$ cat src/rtl/uart_pkg.sv
// uart_pkg: shared UART word width, capture FSM states and the rx entry record.
package uart_pkg;
  localparam int UART_WIDTH = 32;
  typedef enum logic {CAP_IDLE = 1'b0, CAP_ACK = 1'b1} cap_state_t;
  typedef struct packed {
    logic [UART_WIDTH-1:0] data;
    logic perr;
    logic ferr;
  } rx_entry_t;
endpackage

$ cat src/rtl/uart_fifo_mem.sv
// uart_fifo_mem: DEPTH x W storage, synchronous write, asynchronous read, no reset.
module uart_fifo_mem #(
  parameter int W = 34,
  parameter int DEPTH = 16
) (
  input  logic                     clk,
  input  logic                     we,
  input  logic [$clog2(DEPTH)-1:0] waddr,
  input  logic [W-1:0]             wdata,
  input  logic [$clog2(DEPTH)-1:0] raddr,
  output logic [W-1:0]             rdata
);
  logic [W-1:0] mem [DEPTH];
  always_ff @(posedge clk)
    if (we) mem[waddr] <= wdata;
  assign rdata = mem[raddr];
endmodule

$ cat src/rtl/uart_rx_fifo.sv
// uart_rx_fifo: UART receive capture handshake feeding a first-word-fall-through FIFO.
// Define UART_RX_FIFO_DROP_ERR_EN to discard words flagged with parity or framing errors.
module uart_rx_fifo
  import uart_pkg::*;
#(
  parameter int WIDTH = UART_WIDTH,
  parameter int DEPTH = 16
) (
  input  logic                      clk,
  input  logic                      rst_n,
  input  logic [WIDTH-1:0]          rx_data,
  input  logic                      rx_ready,
  input  logic                      parity_error,
  input  logic                      framing_error,
  output logic                      rx_clear,
  output logic [WIDTH-1:0]          m_data,
  output logic                      m_perr,
  output logic                      m_ferr,
  output logic                      m_valid,
  input  logic                      m_ready,
  output logic [$clog2(DEPTH):0]    level,
  output logic                      full,
  output logic                      empty,
  output logic                      overflow,
  input  logic                      ovf_clear
);
  localparam int AW = $clog2(DEPTH);
  cap_state_t state;
  logic [AW-1:0] wptr, rptr;
  logic [WIDTH+1:0] rdata;
  logic push_req, keep, pop, push, ovf_set;
  assign push_req = state == CAP_IDLE && rx_ready;
`ifdef UART_RX_FIFO_DROP_ERR_EN
  assign keep = !(parity_error || framing_error);
`else
  assign keep = 1'b1;
`endif
  assign pop     = m_valid && m_ready;
  assign push    = push_req && keep && (!full || pop);
  assign ovf_set = push_req && keep && full && !pop;
  assign full    = level == (AW+1)'(DEPTH);
  assign empty   = level == '0;
  assign m_valid = !empty;
  assign {m_data, m_perr, m_ferr} = rdata;
  // rx_clear tracks the ACK state so the receiver sees a registered acknowledge
  always_ff @(posedge clk or negedge rst_n)
    if (!rst_n) begin
      state    <= CAP_IDLE;
      rx_clear <= 1'b0;
      wptr     <= '0;
      rptr     <= '0;
      level    <= '0;
      overflow <= 1'b0;
    end else begin
      if (state == CAP_IDLE && rx_ready) begin
        state    <= CAP_ACK;
        rx_clear <= 1'b1;
      end else if (state == CAP_ACK && !rx_ready) begin
        state    <= CAP_IDLE;
        rx_clear <= 1'b0;
      end
      wptr     <= wptr + AW'(push);
      rptr     <= rptr + AW'(pop);
      level    <= level + (AW+1)'(push) - (AW+1)'(pop);
      overflow <= ovf_set || (overflow && !ovf_clear);
    end
  uart_fifo_mem #(.W(WIDTH+2), .DEPTH(DEPTH)) u_mem (
    .clk   (clk),
    .we    (push),
    .waddr (wptr),
    .wdata ({rx_data, parity_error, framing_error}),
    .raddr (rptr),
    .rdata (rdata)
  );
endmodule

$ cat config.mk
export PLATFORM = sky130hd
export DESIGN_NAME = uart_rx_fifo
export DESIGN_NICKNAME = d
export VERILOG_FILES = /design/src/rtl/uart_pkg.sv /design/src/rtl/uart_fifo_mem.sv /design/src/rtl/uart_rx_fifo.sv
export SDC_FILE = /design/constraint.sdc
export NUM_CORES = 1
export LEC_CHECK = 0
export ABC_AREA = 1
export CORE_ASPECT_RATIO = 1.2
export CORE_MARGIN = 3
export CORE_UTILIZATION = 45
export CTS_CLUSTER_DIAMETER = 40
export DETAILED_ROUTE_END_ITERATION = 8
export PLACE_DENSITY_LB_ADDON = 0.25
export SETUP_SLACK_MARGIN = 0.4
export SLEW_MARGIN = 15
export SYNTH_ARGS = -nofsm -noshare
export SYNTH_HDL_FRONTEND = slang
export SYNTH_SLANG_ARGS = --single-unit
$ cat constraint.sdc
create_clock -name clk -period 4.3 [get_ports clk]
set_input_delay 0.43 -clock clk [delete_from_list [all_inputs] [get_ports clk]]
set_output_delay 0.43 -clock clk [all_outputs]
set_load 0.05 [all_outputs]
# Yosys cells after proc, flatten, opt, wreduce, memory -nomap -nowiden

Memories as Yosys holds them, arrays and structs flattened.
Index checks and enable logic that the tools add are counted.
W data, S select, Z words.

Multiplexer cells: 4
Add/sub/neg operators: 4
Equal/unequal tests: 1
Bitwise operators: 1
Reduce and logical (&&, ||, !) cells: 16

Operator list:

| kind                 | count |
|---|---|
| $add A4 B1 Y4        | 2 |
| $logic_and A1 B1 Y1  | 7 |
| $add A5 B1 Y5        | 1 |
| $eq A5 B5 Y1 const B | 1 |
| $logic_not A1 Y1     | 5 |
| $logic_not A5 Y1     | 1 |
| $sub A5 B1 Y5        | 1 |
| $mux W1              | 4 |
| $logic_or A1 B1 Y1   | 2 |
| $reduce_bool A2 Y1   | 1 |
| $not A1 Y1           | 1 |

Output and inout port bits: 44
Logic and storage cells: 32
Memories kept: 1
Memory bits (writable): 544
Register bits: 15
Bits of input ports: 39

Memory list:

| memory    | depth | bits a word | rd ports | clocked after memory_dff | wr ports | line                | text |
|---|---|---|---|---|---|---|---|
| u_mem.mem | 16    | 34          | 1        | 0                        | 1        | uart_fifo_mem.sv:13 | `logic [W-1:0] mem [DEPTH];` |

# Longest topological paths before layout

Gate-level depths: netlist of run 1.

Depth in word-level cells: 7
Gate-level depth with buffers: 15

# Cells and area by module

A second synthesis of run 1 with hierarchy kept.

Cells, all modules: 2,291
Area, all modules: 24,051.8 um2

Modules (own cells, without submodules):

| module        | cells each | instances | area an instance (um2) | seq. area each (um2) |
|---|---|---|---|---|
| uart_fifo_mem | 2,216      | 1         | 23,259.8               | 16,335.7 |
| uart_rx_fifo  | 75         | 1         | 792.0                  | 375.4 |

# Worst setup path before layout of run 1

OpenSTA, ideal clock, no wires.

Path type: register to register
Start: reg level[2]
End: mem u_mem.mem[8][0], enable pin
Stages on the path, launching flop included: 9
Buffers on the path: 1
Arrival time: 4.058 ns
Required time: 3.832 ns
Setup slack: -0.226 ns
Cells stage by stage: dfrtp_1 > inv_1 > ha_1 > nand3_1 > nor2_1 > nand2_1 > nand2_1 > buf_2 > nor3_1

Elaborated cells between the ends (all ways): 9

RTL lines:

| element                       | line                | text |
|---|---|---|
| start, declared               | uart_rx_fifo.sv:21  | `output logic [$clog2(DEPTH):0] level,` |
| start signal, assigned        | uart_rx_fifo.sv:64  | `level <= level + (AW+1)'(push) - (AW+1)'(pop);` |
| $eq A5 B5 Y1                  | uart_rx_fifo.sv:41  | `assign full = level == (AW+1)'(DEPTH);` |
| named net full                | uart_rx_fifo.sv:22  | `output logic full,` |
| $logic_not A1 Y1              | uart_rx_fifo.sv:39  | `assign push = push_req && keep && (!full \|\| pop);` |
| $logic_or A1 B1 Y1            | uart_rx_fifo.sv:39  |  |
| $logic_and A1 B1 Y1           | uart_rx_fifo.sv:39  |  |
| $mux W1                       | uart_fifo_mem.sv:15 | `if (we) mem[waddr] <= wdata;` |
| $mux W1 (implied by the code) | uart_fifo_mem.sv:15 |  |
| end, declared                 | uart_fifo_mem.sv:13 |  |

The timed path passes the listed nets, and every way through them passes these cells.

# Worst setup path after layout of run 1

Start: reg rptr[0]
End: out m_data[25]

Longest elaborated chain between the ends: 1

Ends and longest elaborated chain:

| element                | line               | text |
|---|---|---|
| start, declared        | uart_rx_fifo.sv:29 | `logic [AW-1:0] wptr, rptr;` |
| start signal, assigned | uart_rx_fifo.sv:63 | `rptr <= rptr + AW'(pop);` |
| $mem_v2 Z16 W34        | n/a                |  |
| end, declared          | uart_rx_fifo.sv:16 | `output logic [WIDTH-1:0] m_data,` |

No other way between the ends.

==> flow_summary.json, run 1 <==
{
  "status": "completed",
  "routedWlPerCell_um": 18.6,
  "crit_chain": "buf_4 -> nand2_1 -> nand2_1 -> nand2_1 -> nand3_1 -> nand3_1 -> nand2_1 -> clkdlybuf4s50_1",
  "gp_congestion": 0.785,
  "p_leak_nw": 11.8,
  "cts_buffer_depth": 3,
  "drt_first_pass_iters": 5,
  "clockRootBuffer": "clkbuf_16",
  "timing.slew.headroom": 0.334,
  "finalHoldViolations": 0,
  "drc": 0,
  "final_nets": 2418,
  "slowest_stage": "clkdlybuf4s50_1",
  "r2r_slack_ps": 1350,
  "critPathKind": "flip-flop to output port",
  "ios": 83,
  "crit_arrival_ps": 3280,
  "antenna_found_initial": 1,
  "diodes": 0,
  "grt_pass1_wl_mm": 88.9,
  "clk_pin_slew_ps": 60,
  "drt-total-wl_mm": 58.2,
  "ys_seq_area_frac": 0.696,
  "grt_usage": 0.205,
  "critPathMaxFanout": 87,
  "setup_tns_ps": 0,
  "cts_buffers": 61,
  "finalCritPeriodShare": 0.863,
  "layout_commonest_cell": "nand2_1",
  "setup_viol": 0,
  "grt_overflow_total": 0,
  "htreeDepth": 2,
  "min_period_ps": 3710,
  "drtIter0Drc": 1376,
  "finalMaxSlewViolations": 0,
  "nFillCells": 4512,
  "worstReg2RegEnd": "level[4]",
  "rows": 92,
  "syn_avg_cell_area_um2": 10.5,
  "clk_latency_ps": 600,
  "ys.warnings.count": 0,
  "regArea_mm2": 0.0167,
  "syn_inst": 2289,
  "core_mm2": 0.0526,
  "dieHeight_um": 259,
  "ys_types": 22,
  "final_cell_mix": "729 x nand2_1, 544 x edfxtp_1, 430 x inv_1",
  "cts_num_sinks": 559,
  "power-per-cell-area_mw_per_mm2": 701,
  "maxClockFrequency_mhz": 270,
  "die_w_um": 217,
  "max_cap_violations": 0,
  "start_util": 0.457,
  "postRouteAntennaNets": 0,
  "tightest_slew_ps": 999,
  "io_buffer_count": 82,
  "grt_pass1_vias": 15321,
  "fin_util": 0.526,
  "start_kind": "flip-flop",
  "yosys-top-cells-area": "edfxtp_1 68%, nand2_1 11%, nand3_1 8.5%",
  "crit_path_max_incr_delay_ps": 820,
  "syn-cell-area_mm2": 0.0240,
  "startpoint": "rptr[0]",
  "cpMostUsedCell": "nand2_1",
  "rsz0062_at_grt": "false",
  "crit_buf_inv": 2,
  "num_vias": 15720,
  "cts_setup_buffers": 0,
  "reg2reg_depth": 15,
  "synth-seq-cells": 559,
  "cts_tree": "done",
  "synth_top_cell_by_area": "edfxtp_1",
  "drive_gt1_frac": 0.0773,
  "dp.final_hpwl_mm": 29.7,
  "synth_nets": 2339,
  "end_kind": "output port",
  "hp-class": "input pin to async pin",
  "die-area_mm2": 0.0562,
  "ir_drop_uv": 657,
  "multiInputGateArea_mm2": 0.00521,
  "routed_via_density": 5.03,
  "finClkSkew_ps": 21.9,
  "cp_data_required_time_ps": 3870,
  "reg2reg_from": "level[3]",
  "grt_max_degree": 187,
  "syn_to_final_growth_pct": 15.3,
  "cp_top_family": "buffers and inverters",
  "yosysTopAreaCellShare": 0.680
}
## final cells by class
cell class,count,share of cell area
well taps,705,0.0319
clock inverters,36,0.0150
inverters,434,0.0594
multi-input cells,1184,0.188
clock buffers,77,0.0602
repair buffers,128,0.0414
flip-flops and latches,559,0.604
## synthesized netlist by cell type
master,number
ha_1,10
dfrtp_1,15
nor3_1,16
nand2_1,729
nor2_1,2
o21ai_0,3
clkinv_1,1
o22ai_1,1
xnor2_1,1
buf_4,9
buf_6,1
xor2_1,6
fa_1,1
clkbuf_1,21
nand3_1,410
nand4_1,1
edfxtp_1,544
buf_2,67
buf_1,14
inv_2,3
inv_1,430
a21oi_1,4
## cell families after synthesis
kind of cell,Yosys count,synth area share
AO/OA/AOI/OAI,8,0.00172
XOR/XNOR,7,0.00255
adder cells (fa/ha/maj),11,0.00604
buffers and inverters,546,0.0905
flip-flops,559,0.696
AND/OR/NAND/NOR,1158,0.203
## routing by layer
layer,global-route usage,routed length [µm]
met1,0.267,24300
met2,0.359,28900
met3,0.0304,3520
met4,0.0578,1490
met5,0,13
## registers in the layout, indices dropped and copies added (netlist names)
signal / count
level: 5
wptr: 4
rptr: 4
overflow: 1
u_mem.mem: 544
state: 1
## stage by stage
stage	setup WS (ps)	hold slack [ps]	cells	power [mW]	instance area, µm²
2_1_floorplan	-226	134	2289	11.9	24000
3_3_place_gp	1200	498	3010	14.1	25600
3_5_place_dp	1140	508	3010	14.2	25600
4_1_cts	584	284	3123	19.5	27700
5_1_grt	414	314	3123	20.4	27700
6_report	590	276	3123	19.4	27700
## worst reg2reg max path, cell delays in order, from the launching register on
cell     delay [ps]
dfrtp_1         390
inv_1            90
ha_1            200
nand3_1          80
nor2_1           50
nand2_1          70
nand2_1         490
inv_1           250
nand2_1          70
nand2_1          60
ha_1            170
inv_1            60
fa_1            420
o21ai_0         190
a21oi_1         100
xor2_1          150
## how the worst max path moves through the flow
stage	end	slack (ps)	cells past startpoint
2_1_floorplan	u_mem.mem[8][0]	-230	8
3_3_place_gp	level[4]	1200	12
3_5_place_dp	level[4]	1140	12
4_1_cts	m_data[24]	580	8
5_1_grt	m_data[27]	410	8
6_report	m_data[25]	590	8
## repair_timing
action,4_1_cts,5_1_grt
hold buffers,0,0
resized for setup,0,1
endpoints found under the setup margin,0,1
## power by group
group	switching, mW	internal [mW]
logic	5.37	2.03
registers	0.217	6.48
clock network	2.13	3.18
total	7.72	11.7
Note: power is estimated with default switching activity, not from simulation.
==> run 2: changes to the inputs <==
--- a/config.mk
+++ b/config.mk
@@ -16,4 +16,5 @@
 export SLEW_MARGIN = 15
 export SYNTH_ARGS = -nofsm -noshare
 export SYNTH_HDL_FRONTEND = slang
+export SYNTH_HIERARCHICAL = 1
 export SYNTH_SLANG_ARGS = --single-unit
==> run 2 against run 1 <==
Utilization rose by 0.50 points. Clock power grew 3%. Synthesized cell count about the same. Synthesized area up 0.15%. Largest power group unchanged.
==> flow_summary.json, run 2 <==
{
  "status": "completed",
  "tightest_slew_ps": 934,
  "synth-seq-cells": 559,
  "ys.warnings.count": 6,
  "grt_pass1_wl_mm": 89.5,
  "reg.largest.list": "u_mem/mem x544, level x5",
  "regMostFlops": "u_mem/mem",
  "setup_slack_ps": 612,
  "slowest_stage": "clkdlybuf4s50_1",
  "die-area_mm2": 0.0563,
  "core_mm2": 0.0527,
  "cts_hold_buf": 0,
  "io_buffer_count": 82,
  "drt-total-wl_mm": 58.4,
  "r2r_slack_ps": 1540,
  "gp_congestion": 0.795,
  "grt_overflow_total": 0,
  "clk_pin_slew_ps": 50,
  "drive_gt1_frac": 0.0718,
  "rows": 92,
  "start_util": 0.456,
  "yosysMostFrequentCell": "nand2_1",
  "pre_cts_ws_ps": 1230,
  "rsz0062_at_grt": "false",
  "synth_top_family_by_area": "simple AND/OR/NAND/NOR gates",
  "yosysTopAreaCellShare": 0.679,
  "ios": 83,
  "reg2reg_depth": 8,
  "reg2reg_from": "level[2]",
  "die_w_um": 217,
  "yosys-top-cells-area": "edfxtp_1 68%, nand2_1 11%, nand3_1 8.6%",
  "largest_reg_flops": 544,
  "max_cap_violations": 0,
  "dp.cells": 3008,
  "ys_types": 26,
  "finClkSkew_ps": 21.6,
  "crit_arrival_ps": 3260,
  "finalMaxSlewViolations": 0,
  "routed_via_density": 5.08,
  "ir_drop_uv": 508,
  "end_kind": "output port",
  "finalHoldViolations": 0,
  "grt_usage": 0.208,
  "drc": 0,
  "clk_latency_ps": 600,
  "drtIter0Drc": 1564,
  "cp_data_required_time_ps": 3870,
  "synth-compound-area-share": 0.00104,
  "crit_path_max_incr_delay_ps": 830,
  "dieHeight_um": 259,
  "cts_buffer_depth": 3,
  "critPathMaxFanout": 160,
  "final_cell_mix": "725 x nand2_1, 544 x edfxtp_1, 425 x inv_1",
  "syn-cell-area_mm2": 0.0241,
  "yosys.area_share.simple": 0.206,
  "htreeDepth": 3,
  "synth_xor_xnor_area_share": 0.00218,
  "fin_cells": 3129,
  "power-per-cell-area_mw_per_mm2": 710,
  "crit_chain": "buf_12 -> nand2_1 -> nand2_1 -> nand2_1 -> nand3_1 -> nand3_1 -> nand2_1 -> clkdlybuf4s50_1",
  "cts_num_sinks": 559,
  "ys_seq_area_frac": 0.695,
  "layout_commonest_cell": "nand2_1",
  "post_cts_resized": 0,
  "setup_viol": 0,
  "min_period_ps": 3690,
  "synth_commonest_cells": "725 x nand2_1, 544 x edfxtp_1, 425 x inv_1",
  "finalCritPeriodShare": 0.858,
  "syn_inst": 2291,
  "final_nets": 2422,
  "synth_nets": 2341,
  "worstReg2RegEnd": "u_mem/mem[8][32]",
  "routedWlPerCell_um": 18.6,
  "synth_edf_count": 544,
  "p_leak_nw": 11.8,
  "antenna_found_initial": 1,
  "cpMostUsedCell": "nand2_1",
  "cts_buffers": 67,
  "grt_pass1_vias": 15473,
  "ys.flop_type": "edfxtp_1",
  "hp-class": "input pin to async pin",
  "syn_to_final_growth_pct": 16.5,
  "setup_tns_ps": 0,
  "p_total_mw": 19.9,
  "start_kind": "flip-flop",
  "synth-async-reset-ratio": 0.0268,
  "cts_setup_buffers": 0,
  "grt_max_degree": 161,
  "synth_top_cell_by_area": "edfxtp_1",
  "clockRootBuffer": "clkbuf_16",
  "drt_first_pass_iters": 5,
  "synthMuxAreaShare": 0,
  "timing.slew.headroom": 0.378,
  "syn_avg_cell_area_um2": 10.5,
  "maxClockFrequency_mhz": 271,
  "num_vias": 15907,
  "cts_tree": "done",
  "synthAdderAreaFrac": 0.00603,
  "dp.final_hpwl_mm": 30.3,
  "postRouteAntennaNets": 0,
  "critPathKind": "flip-flop to output port"
}
-- run 2: worst max-delay path: cells and delay by family (launching register included) --
family	cells	cell delay, ps
and+or+nand+nor	6	630
DFF	1	480
buffers and inverters	2	1230
-- run 2: how the worst max path moves through the flow --
stage	from	endpoint	slack, ps	depth (start not counted)
after CTS	rptr[0]	m_data[20]	610	9
after global placement	rptr[0]	m_data[21]	1250	9
after floorplan	level[3]	u_mem/mem[12][0]	980	7
final	rptr[0]	m_data[25]	610	8
after global routing	rptr[0]	m_data[20]	440	9
after detailed placement	m_ready	u_mem/mem[4][32]	1230	8
-- run 2: final cells by class --
class,instances,area [µm²]
fillers,4609,24700
flip-flops and latches,559,16700
multi-input cells,1191,5300
clock buffers,80,1750
inverters,430,1620
repair buffers,123,1330
well taps,705,882
clock inverters,40,403
diodes,1,2.50
-- run 2: kinds of logic (layout without fill, tap and decap cells) --
logic type / Yosys count / in the layout
adder cells (fa/ha/maj): 11 / 11
AND/OR/NAND/NOR: 1169 / 1169
AO/OA/AOI/OAI: 5 / 5
XOR/XNOR: 6 / 6
other: 0 / 1
buffers and inverters: 541 / 673
flip-flops: 559 / 559
-- run 2: report_power, final --
| group | leakage, nW | switching, mW | internal [mW] | total (mW) |
|---|---|---|---|---|
| logic | 5.68 | 5.46 | 2.22 | 7.68 |
| clock network | 1.03 | 2.27 | 3.20 | 5.47 |
| registers | 5.08 | 0.213 | 6.52 | 6.74 |
-- run 2: through the flow --
| step | hold WS, ps | cell area [µm²] | utilization |
|---|---|---|---|
| global route | 353 | 28000 | 0.531 |
| floorplan | 134 | 24100 | - |
| CTS | 295 | 28000 | 0.531 |
| finish | 285 | 28000 | 0.531 |
| detailed placement | 483 | 25900 | 0.491 |
| global placement | 490 | 25900 | 0.491 |
-- run 2: layer usage --
layer,vias up,part of all wire,track usage
met5,-,0,0
met4,0,0.035,0.0895
met3,144,0.055,0.0325
met2,484,0.49,0.351
met1,7715,0.42,0.267
li1,7564,-,-
